===== src/rtl/pipeline_stall_controller_pkg.sv =====
`default_nettype none
// ------------------------------------------------------------------
// pipeline_ctrl_pkg : shared stall-controller types and constants
// Rev 1.0
// ------------------------------------------------------------------
package pipeline_ctrl_pkg;

  typedef enum logic [1:0] {
    ST_IDLE = 2'd0,
    ST_BUSY = 2'd1,
    ST_DONE = 2'd2
  } ctrl_state_e;

  localparam logic [31:0] NOP_INSTR = 32'h0000_0000;
  localparam int          CNT_W     = 6;

  // Counter must hold max(MUL,DIV)-2; never narrower than CNT_W.
  function automatic int cnt_width(input int mul_c, input int div_c);
    int mx;
    int w;
    mx = ((mul_c > div_c) ? mul_c : div_c) - 2;
    w  = $clog2(mx + 1);
    return (w > CNT_W) ? w : CNT_W;
  endfunction

endpackage
`default_nettype wire


===== src/rtl/pipeline_stall_controller_if.sv =====
`default_nettype none
// ------------------------------------------------------------------
// pipeline_stall_controller_if : hazard inputs and stage-enable outputs
// Rev 1.0
// ------------------------------------------------------------------
interface pipeline_stall_controller_if;
  logic        mem_wait;
  logic [4:0]  id_rs_addr;
  logic [4:0]  id_rt_addr;
  logic        id_uses_rs;
  logic        id_uses_rt;
  logic        exe_is_load;
  logic        exe_GPR_we;
  logic [4:0]  exe_GPR_waddr;
  logic        exe_muldiv_start;
  logic        exe_muldiv_is_div;
  logic        pc_ena;
  logic        if_id_ena;
  logic        id_exe_ena;
  logic        exe_mem_ena;
  logic        mem_wb_ena;
  logic        id_exe_bubble;
  logic        exe_mem_bubble;
  logic        muldiv_busy;
  logic [1:0]  ctrl_state;
  logic [31:0] stall_cycles;

  modport master (
    output mem_wait, id_rs_addr, id_rt_addr, id_uses_rs, id_uses_rt,
           exe_is_load, exe_GPR_we, exe_GPR_waddr, exe_muldiv_start, exe_muldiv_is_div,
    input  pc_ena, if_id_ena, id_exe_ena, exe_mem_ena, mem_wb_ena,
           id_exe_bubble, exe_mem_bubble, muldiv_busy, ctrl_state, stall_cycles
  );

  modport slave (
    input  mem_wait, id_rs_addr, id_rt_addr, id_uses_rs, id_uses_rt,
           exe_is_load, exe_GPR_we, exe_GPR_waddr, exe_muldiv_start, exe_muldiv_is_div,
    output pc_ena, if_id_ena, id_exe_ena, exe_mem_ena, mem_wb_ena,
           id_exe_bubble, exe_mem_bubble, muldiv_busy, ctrl_state, stall_cycles
  );
endinterface
`default_nettype wire


===== src/rtl/pipeline_stall_controller_load_use_detect.sv =====
`default_nettype none
// ------------------------------------------------------------------
// load_use_detect : flags an ID source register produced by a load in EXE
// Rev 1.0
// ------------------------------------------------------------------
module load_use_detect (
  input  wire logic       exe_is_load,
  input  wire logic       exe_gpr_we,
  input  wire logic [4:0] exe_gpr_waddr,
  input  wire logic [4:0] id_rs_addr,
  input  wire logic [4:0] id_rt_addr,
  input  wire logic       id_uses_rs,
  input  wire logic       id_uses_rt,
  output logic            hazard
);
  logic rs_hit;
  logic rt_hit;

  // $zero is never a real dependency.
  assign rs_hit = id_uses_rs && (id_rs_addr == exe_gpr_waddr);
  assign rt_hit = id_uses_rt && (id_rt_addr == exe_gpr_waddr);
  assign hazard = exe_is_load && exe_gpr_we && (exe_gpr_waddr != 5'd0) && (rs_hit || rt_hit);
endmodule
`default_nettype wire


===== src/rtl/pipeline_stall_controller.sv =====
`default_nettype none
// ------------------------------------------------------------------
// pipeline_stall_controller : per-stage enables/bubbles for mem wait, muldiv, load-use
// Rev 1.0
// ------------------------------------------------------------------
module pipeline_stall_controller
  import pipeline_ctrl_pkg::*;
#(
  parameter int MUL_CYCLES = 4,
  parameter int DIV_CYCLES = 32
) (
  input  wire logic                    clk,
  input  wire logic                    reset,
  pipeline_stall_controller_if.slave   ctrl
);
  localparam int            CW       = cnt_width(MUL_CYCLES, DIV_CYCLES);
  localparam logic [CW-1:0] MUL_LOAD = CW'(MUL_CYCLES - 2);
  localparam logic [CW-1:0] DIV_LOAD = CW'(DIV_CYCLES - 2);

  ctrl_state_e   state_q, state_d;
  logic [CW-1:0] cnt_q, cnt_d;
  logic [31:0]   stall_cycles_q, stall_cycles_d;
  logic          hazard;
  logic [4:0]    ena;
  logic [1:0]    bub;

  load_use_detect u_load_use_detect (
    .exe_is_load   (ctrl.exe_is_load),
    .exe_gpr_we    (ctrl.exe_GPR_we),
    .exe_gpr_waddr (ctrl.exe_GPR_waddr),
    .id_rs_addr    (ctrl.id_rs_addr),
    .id_rt_addr    (ctrl.id_rt_addr),
    .id_uses_rs    (ctrl.id_uses_rs),
    .id_uses_rt    (ctrl.id_uses_rt),
    .hazard        (hazard)
  );

  always_ff @(posedge clk) begin
    if (!reset) begin
      state_q        <= ST_IDLE;
      cnt_q          <= '0;
      stall_cycles_q <= 32'd0;
    end else begin
      state_q        <= state_d;
      cnt_q          <= cnt_d;
      stall_cycles_q <= stall_cycles_d;
    end
  end

  // ena = {pc, if_id, id_exe, exe_mem, mem_wb}; bub = {id_exe, exe_mem}
  always_comb begin
    state_d = state_q;
    cnt_d   = cnt_q;
    ena     = 5'b11111;
    bub     = 2'b00;

    case (state_q)
      ST_IDLE: begin
        if (ctrl.exe_muldiv_start) begin
          ena = 5'b00011;
          bub = 2'b01;
          if (!ctrl.mem_wait) begin
            state_d = ST_BUSY;
            cnt_d   = ctrl.exe_muldiv_is_div ? DIV_LOAD : MUL_LOAD;
          end
        end else if (hazard) begin
          ena = 5'b00111;
          bub = 2'b10;
        end
      end
      ST_BUSY: begin
        ena = 5'b00011;
        bub = 2'b01;
        // The unit keeps computing through a memory wait.
        if (cnt_q == '0) state_d = ST_DONE;
        else             cnt_d   = cnt_q - CW'(1);
      end
      ST_DONE: begin
        if (!ctrl.mem_wait) state_d = ST_IDLE;
      end
      default: begin
        state_d = ST_IDLE;
      end
    endcase

    if (!reset || ctrl.mem_wait) begin
      ena = 5'b00000;
      bub = 2'b00;
    end

    stall_cycles_d = stall_cycles_q + {31'd0, ~ena[4]};
  end

  assign ctrl.pc_ena         = ena[4];
  assign ctrl.if_id_ena      = ena[3];
  assign ctrl.id_exe_ena     = ena[2];
  assign ctrl.exe_mem_ena    = ena[1];
  assign ctrl.mem_wb_ena     = ena[0];
  assign ctrl.id_exe_bubble  = bub[1];
  assign ctrl.exe_mem_bubble = bub[0];
  assign ctrl.muldiv_busy    = (state_q != ST_IDLE);
  assign ctrl.ctrl_state     = state_q;
  assign ctrl.stall_cycles   = stall_cycles_q;
endmodule
`default_nettype wire


===== src/flat_wrapper.sv =====
// flat-port wrapper written by rule: the top's interface ports become plain ports
module pipeline_stall_controller_flat import pipeline_ctrl_pkg::*;
#(
  parameter int MUL_CYCLES = 4,
  parameter int DIV_CYCLES = 32
)
  (clk, reset, ctrl_mem_wait, ctrl_id_rs_addr, ctrl_id_rt_addr, ctrl_id_uses_rs, ctrl_id_uses_rt, ctrl_exe_is_load, ctrl_exe_GPR_we, ctrl_exe_GPR_waddr, ctrl_exe_muldiv_start, ctrl_exe_muldiv_is_div, ctrl_pc_ena, ctrl_if_id_ena, ctrl_id_exe_ena, ctrl_exe_mem_ena, ctrl_mem_wb_ena, ctrl_id_exe_bubble, ctrl_exe_mem_bubble, ctrl_muldiv_busy, ctrl_ctrl_state, ctrl_stall_cycles);
  pipeline_stall_controller_if ctrl_i ();
  input  wire logic clk;
  input  wire logic reset;
  input wire logic [$bits(ctrl_i.mem_wait)-1:0] ctrl_mem_wait;
  input wire logic [$bits(ctrl_i.id_rs_addr)-1:0] ctrl_id_rs_addr;
  input wire logic [$bits(ctrl_i.id_rt_addr)-1:0] ctrl_id_rt_addr;
  input wire logic [$bits(ctrl_i.id_uses_rs)-1:0] ctrl_id_uses_rs;
  input wire logic [$bits(ctrl_i.id_uses_rt)-1:0] ctrl_id_uses_rt;
  input wire logic [$bits(ctrl_i.exe_is_load)-1:0] ctrl_exe_is_load;
  input wire logic [$bits(ctrl_i.exe_GPR_we)-1:0] ctrl_exe_GPR_we;
  input wire logic [$bits(ctrl_i.exe_GPR_waddr)-1:0] ctrl_exe_GPR_waddr;
  input wire logic [$bits(ctrl_i.exe_muldiv_start)-1:0] ctrl_exe_muldiv_start;
  input wire logic [$bits(ctrl_i.exe_muldiv_is_div)-1:0] ctrl_exe_muldiv_is_div;
  output wire logic [$bits(ctrl_i.pc_ena)-1:0] ctrl_pc_ena;
  output wire logic [$bits(ctrl_i.if_id_ena)-1:0] ctrl_if_id_ena;
  output wire logic [$bits(ctrl_i.id_exe_ena)-1:0] ctrl_id_exe_ena;
  output wire logic [$bits(ctrl_i.exe_mem_ena)-1:0] ctrl_exe_mem_ena;
  output wire logic [$bits(ctrl_i.mem_wb_ena)-1:0] ctrl_mem_wb_ena;
  output wire logic [$bits(ctrl_i.id_exe_bubble)-1:0] ctrl_id_exe_bubble;
  output wire logic [$bits(ctrl_i.exe_mem_bubble)-1:0] ctrl_exe_mem_bubble;
  output wire logic [$bits(ctrl_i.muldiv_busy)-1:0] ctrl_muldiv_busy;
  output wire logic [$bits(ctrl_i.ctrl_state)-1:0] ctrl_ctrl_state;
  output wire logic [$bits(ctrl_i.stall_cycles)-1:0] ctrl_stall_cycles;
  assign ctrl_i.mem_wait = ctrl_mem_wait;
  assign ctrl_i.id_rs_addr = ctrl_id_rs_addr;
  assign ctrl_i.id_rt_addr = ctrl_id_rt_addr;
  assign ctrl_i.id_uses_rs = ctrl_id_uses_rs;
  assign ctrl_i.id_uses_rt = ctrl_id_uses_rt;
  assign ctrl_i.exe_is_load = ctrl_exe_is_load;
  assign ctrl_i.exe_GPR_we = ctrl_exe_GPR_we;
  assign ctrl_i.exe_GPR_waddr = ctrl_exe_GPR_waddr;
  assign ctrl_i.exe_muldiv_start = ctrl_exe_muldiv_start;
  assign ctrl_i.exe_muldiv_is_div = ctrl_exe_muldiv_is_div;
  assign ctrl_pc_ena = ctrl_i.pc_ena;
  assign ctrl_if_id_ena = ctrl_i.if_id_ena;
  assign ctrl_id_exe_ena = ctrl_i.id_exe_ena;
  assign ctrl_exe_mem_ena = ctrl_i.exe_mem_ena;
  assign ctrl_mem_wb_ena = ctrl_i.mem_wb_ena;
  assign ctrl_id_exe_bubble = ctrl_i.id_exe_bubble;
  assign ctrl_exe_mem_bubble = ctrl_i.exe_mem_bubble;
  assign ctrl_muldiv_busy = ctrl_i.muldiv_busy;
  assign ctrl_ctrl_state = ctrl_i.ctrl_state;
  assign ctrl_stall_cycles = ctrl_i.stall_cycles;
  pipeline_stall_controller #(.MUL_CYCLES(MUL_CYCLES), .DIV_CYCLES(DIV_CYCLES)) u_core (.clk(clk), .reset(reset), .ctrl(ctrl_i));
endmodule

===== config.mk =====
export PLATFORM = sky130hd
export DESIGN_NAME = pipeline_stall_controller_flat
export DESIGN_NICKNAME = d
export VERILOG_FILES = /design/src/rtl/pipeline_stall_controller_pkg.sv /design/src/rtl/pipeline_stall_controller_if.sv /design/src/rtl/pipeline_stall_controller_load_use_detect.sv /design/src/rtl/pipeline_stall_controller.sv /design/src/flat_wrapper.sv
export SDC_FILE = /design/constraint.sdc
export NUM_CORES = 1
export LEC_CHECK = 0
export CORE_MARGIN = 1.5
export CORE_UTILIZATION = 50
export CTS_BUF_LIST = sky130_fd_sc_hd__clkbuf_8 sky130_fd_sc_hd__clkbuf_16
export DETAILED_ROUTE_END_ITERATION = 10
export PLACE_DENSITY = 0.85
export SLEW_MARGIN = 30
export SYNTH_ARGS = -nofsm -noshare
export SYNTH_HDL_FRONTEND = slang
export SYNTH_SLANG_ARGS = --single-unit

===== constraint.sdc =====
create_clock -name clk -period 8.85 [get_ports clk]
set_clock_uncertainty 0.1 [all_clocks]
set_input_delay 1.77 -clock clk [delete_from_list [all_inputs] [get_ports clk]]
set_output_delay 1.77 -clock clk [all_outputs]
set_load 0.01 [all_outputs]

==> metrics.md <==
| Metric | Value |
|---|---|
| GRT overflow | 0 |
| Final Power | 0.408 mW |
| DRC violations left | 0 |
| Fillers | between 300 and 400 |
| CTS Buf Count | 5 |
| Initial Utilization | 0.530 |
| Crit path max-delay cell type | clkdlybuf4s50_1 |
| DR iter-0 viols | 170 |
| Cells after Synth | approximately 260 |
| Avg Vias per Cell | about 5.7 |
| Static leakage | ~0.95 nW |
| Synth top area cells | dfxtp_1 37%, xor2_1 4.9%, xnor2_1 4.5% |
| Post-synthesis async set-or-reset flop share | 0 |
| CTS H-tree depth | 2 |
| Dpl hpwl | approximately 3.7 mm |
| Number of global-route vias before repair | between 1500 and 2000 |
| Worst-case clock buffer depth | 2 |
| Worst VDD drop | ~0.081 mV |
| Clock sinks | 40 |
| Setup ws final | 3.22 ns |
| Critical path buffer and inverter count | 2 |
| Post-placement cell area | ~2800 um2 |
| Pre-CTS WS | around 3.2 ns |
| Status | finished, final reports clean |
| Routed Antenna Nets | 0 |
| Post_cts resized | 0 |
| Layout cells sized above 1 | 0.0470 |
| Die Y | between 60 and 70 um |
| Most frequent cell after synthesis | dfxtp_1 |
| Sequential cell area fraction in the yosys report | 0.373 |
| Crit path max fanout | 3 |
| Worst skew pair latency | between 0.2 and 0.3 ns |
| Mapped Nets | 287 |
| Postcts setup bufs | 0 |
| Die width | approximately 70 um |
| Via count | roughly 2100 |
| Combinational share of power | 0.166 |
| First-pass GRT wire length | 8.42 mm |
| Slew Limit Fails | 0 |
| Final number of hold-violating endpoints | 0 |
| EDFF count, synth | 0 |
| Top delay family on crit path | buffers and inverters |
| Core ar. | 4060 um2 |
| Row Count | 23 |
| Kind of start point of the critical path | input port |
| Crit Path Category | input port to output pin |
| Largest family of logic cells by synthesized area | simple AND/OR/NAND/NOR gates |
| Worst path cell trace | clkdlybuf4s50_1, or4_1, o211ai_1, o31a_1, clkdlybuf4s50_1 |
| Min Tclk post-route | ~5.6 ns |
| Gpl congestion | 0.813 |
| Synth unique cells | 44 |
| Nets@finish | 346 |
| Max transition margin | 0.362 |
| Most common library cells after synthesis | 40 x dfxtp_1, 19 x a21oi_1, 18 x nor2_1 |
| Global-route usage over all layers | 0.233 |
| Initial DRT Pass Iterations | 4 |
| Clock Pin Slew Worst Setup and Hold Paths | 0.08 ns |
| Pwr Density | 140 nW/um2 |
| Post-route core utilization | 0.717 |
| Mapped cell area | 2150 um2 |
| Final instance area | just under 3000 um2 |
| Routed wire length per instance | roughly 14 um |
| Yosys top cell area share | 0.373 |
| XOR/XNOR Fraction of Synth Area | 0.0937 |
| Clock Power Share | 0.359 |
| Highest clock rate | around 0.18 GHz |
| Diodes inserted | 0 |
| Data arrival time of the critical path | around 3.8 ns |
| Setup violations, final | 0 |
| Post-synthesis mux area share | 0 |
| Worst endpoint required time | approximately 7.0 ns |
| TritonCTS clock tree | done |
| Synth Area in Adders | 0.0233 |
| Class of the worst hold path | register to register |
| Port Buffer Count | 65 |
| Most Frequent Cell on Critical Path | clkdlybuf4s50_1 |
| Internal | around 0.30 mW |
| Synth area leader | dfxtp_1 |
| Period Utilization, post-route | 0.636 |
| Count of state elements after synthesis | 40 |
| Sw power | a little over 0.1 mW |
| CP endpoint kind | output pin |
| Simple-gate portion of the synthesized area | 0.292 |
| Hold_buf cts | 0 |
| Warnings, synthesis | 0 |
| Clock Tree Root | clkbuf_8 |
| Initial antenna violation count | 0 |
| RSZ-0062 raised after global routing | no |
| Die area | roughly 4700 um2 |
| MaxCap Viol Count | 0 |
| Compound-cell area share of the yosys netlist | 0.170 |
| Mean area per synthesized cell | ~8.3 um2 |
| Final wirelength | about 5.0 mm |
| Share of power burned in registers | 0.475 |
| CP peak stage delay | about 0.53 ns |
| IO Pins | between 60 and 70 |
| Pin count of the biggest net entering global routing | 30 |
| Switching Share | 0.254 |
| Final setup TNS | 0 ns |
| Worst Max-Slew Pin Slew | 0.955 ns |
| Top FF cell, synth | dfxtp_1 |
| Area Overhead vs Synth | 35.4% |
[power groups by stage]
stage | clock, mW | sequential [mW] | combinational, mW
after global routing | 0.156 | 0.195 | 0.0749
after floorplan | 0 | 0.196 | 0.0394
after CTS | 0.150 | 0.194 | 0.0679
after detailed placement | 0 | 0.198 | 0.0670
after global placement | 0 | 0.198 | 0.0660
final | 0.146 | 0.194 | 0.0678
[flip-flops by register name, indices dropped and copies added, names as in the netlist]
signal and cells:
u_core.ctrl.ctrl_state 2, u_core.cnt_q 6, u_core.ctrl.stall_cycles 32
[worst paths after layout]
path	start	endpoint	slack [ns]	depth (start not counted)
worst max-delay path	ctrl_exe_GPR_waddr[2]	ctrl_pc_ena	3.22	5
worst min-delay path	u_core.ctrl.stall_cycles[31]$_SDFF_PN0_	u_core.ctrl.stall_cycles[31]$_SDFF_PN0_	0.39	2
worst max register to register	u_core.ctrl.ctrl_state[1]$_SDFFE_PN0P_	u_core.ctrl.stall_cycles[31]$_SDFF_PN0_	5.84	9
worst min register to register	u_core.ctrl.stall_cycles[31]$_SDFF_PN0_	u_core.ctrl.stall_cycles[31]$_SDFF_PN0_	0.39	2
[per-stage QoR]
step           cells  hold slack [ns]
6_report         369            0.389
4_1_cts          369            0.397
3_5_place_dp     361            0.383
2_1_floorplan    259            0.375
5_1_grt          369            0.434
3_3_place_gp     361            0.362
[logic make-up after synthesis]
group	after synthesis
flip-flops	40
AO/OA/AOI/OAI	58
XOR/XNOR	23
AND/OR/NAND/NOR	109
buffers and inverters	25
adder cells (fa/ha/maj)	4
[tightest hold or removal path, stage by stage, from the launching register on]
cell,delay (ns)
dfxtp_1,0.33
o31ai_1,0.06
a21oi_1,0.06
[layer usage]
metal | up-vias | track usage | part of all wire | wire length, um
met4 | 0 | 0.0800 | 0.014 | 70
met5 | - | 0 | 0 | 0
met2 | 67 | 0.375 | 0.48 | 2410
met1 | 976 | 0.306 | 0.45 | 2270
li1 | 1066 | - | - | -
met3 | 8 | 0.0519 | 0.055 | 277
[placed cells by master (no fill, tap or decap), types with 2 or more instances in the layout]
cell / synthesis / final
a21oi_1: 19 / 19
ha_1: 4 / 4
or3_1: 10 / 10
dfxtp_1: 40 / 40
o311ai_0: 4 / 4
o31ai_1: 4 / 4
nand2_1: 13 / 13
nand2b_1: 8 / 8
clkdlybuf4s50_1: 0 / 65
xnor2_1: 11 / 11
inv_1: 12 / 13
and3_1: 2 / 2
and4_1: 2 / 2
o21ai_0: 15 / 15
nor2_1: 18 / 18
nor3_1: 6 / 6
clkbuf_8: 0 / 5
o41ai_1: 4 / 4
or4_1: 7 / 7
xor2_1: 12 / 12
nand3_1: 11 / 11
nand4_1: 7 / 7
nand4_2: 2 / 2
nor2b_1: 5 / 5
o211ai_1: 2 / 2
and2_1: 4 / 4
nor4_1: 6 / 6
o21a_1: 2 / 2
a21boi_0: 2 / 2
[area by class of cell]
type	instances	area [um2]	area share
multi-input combinational	194	1240	0.427
clock buffer	5	68.8	0.0236
inverter	12	45.0	0.0155
sequential	40	801	0.275
tap	50	62.6	0.0215
clock inverter	3	38.8	0.0133
timing repair buffer	65	651	0.224
No activity file was read; power rests on OpenSTA's default activity.
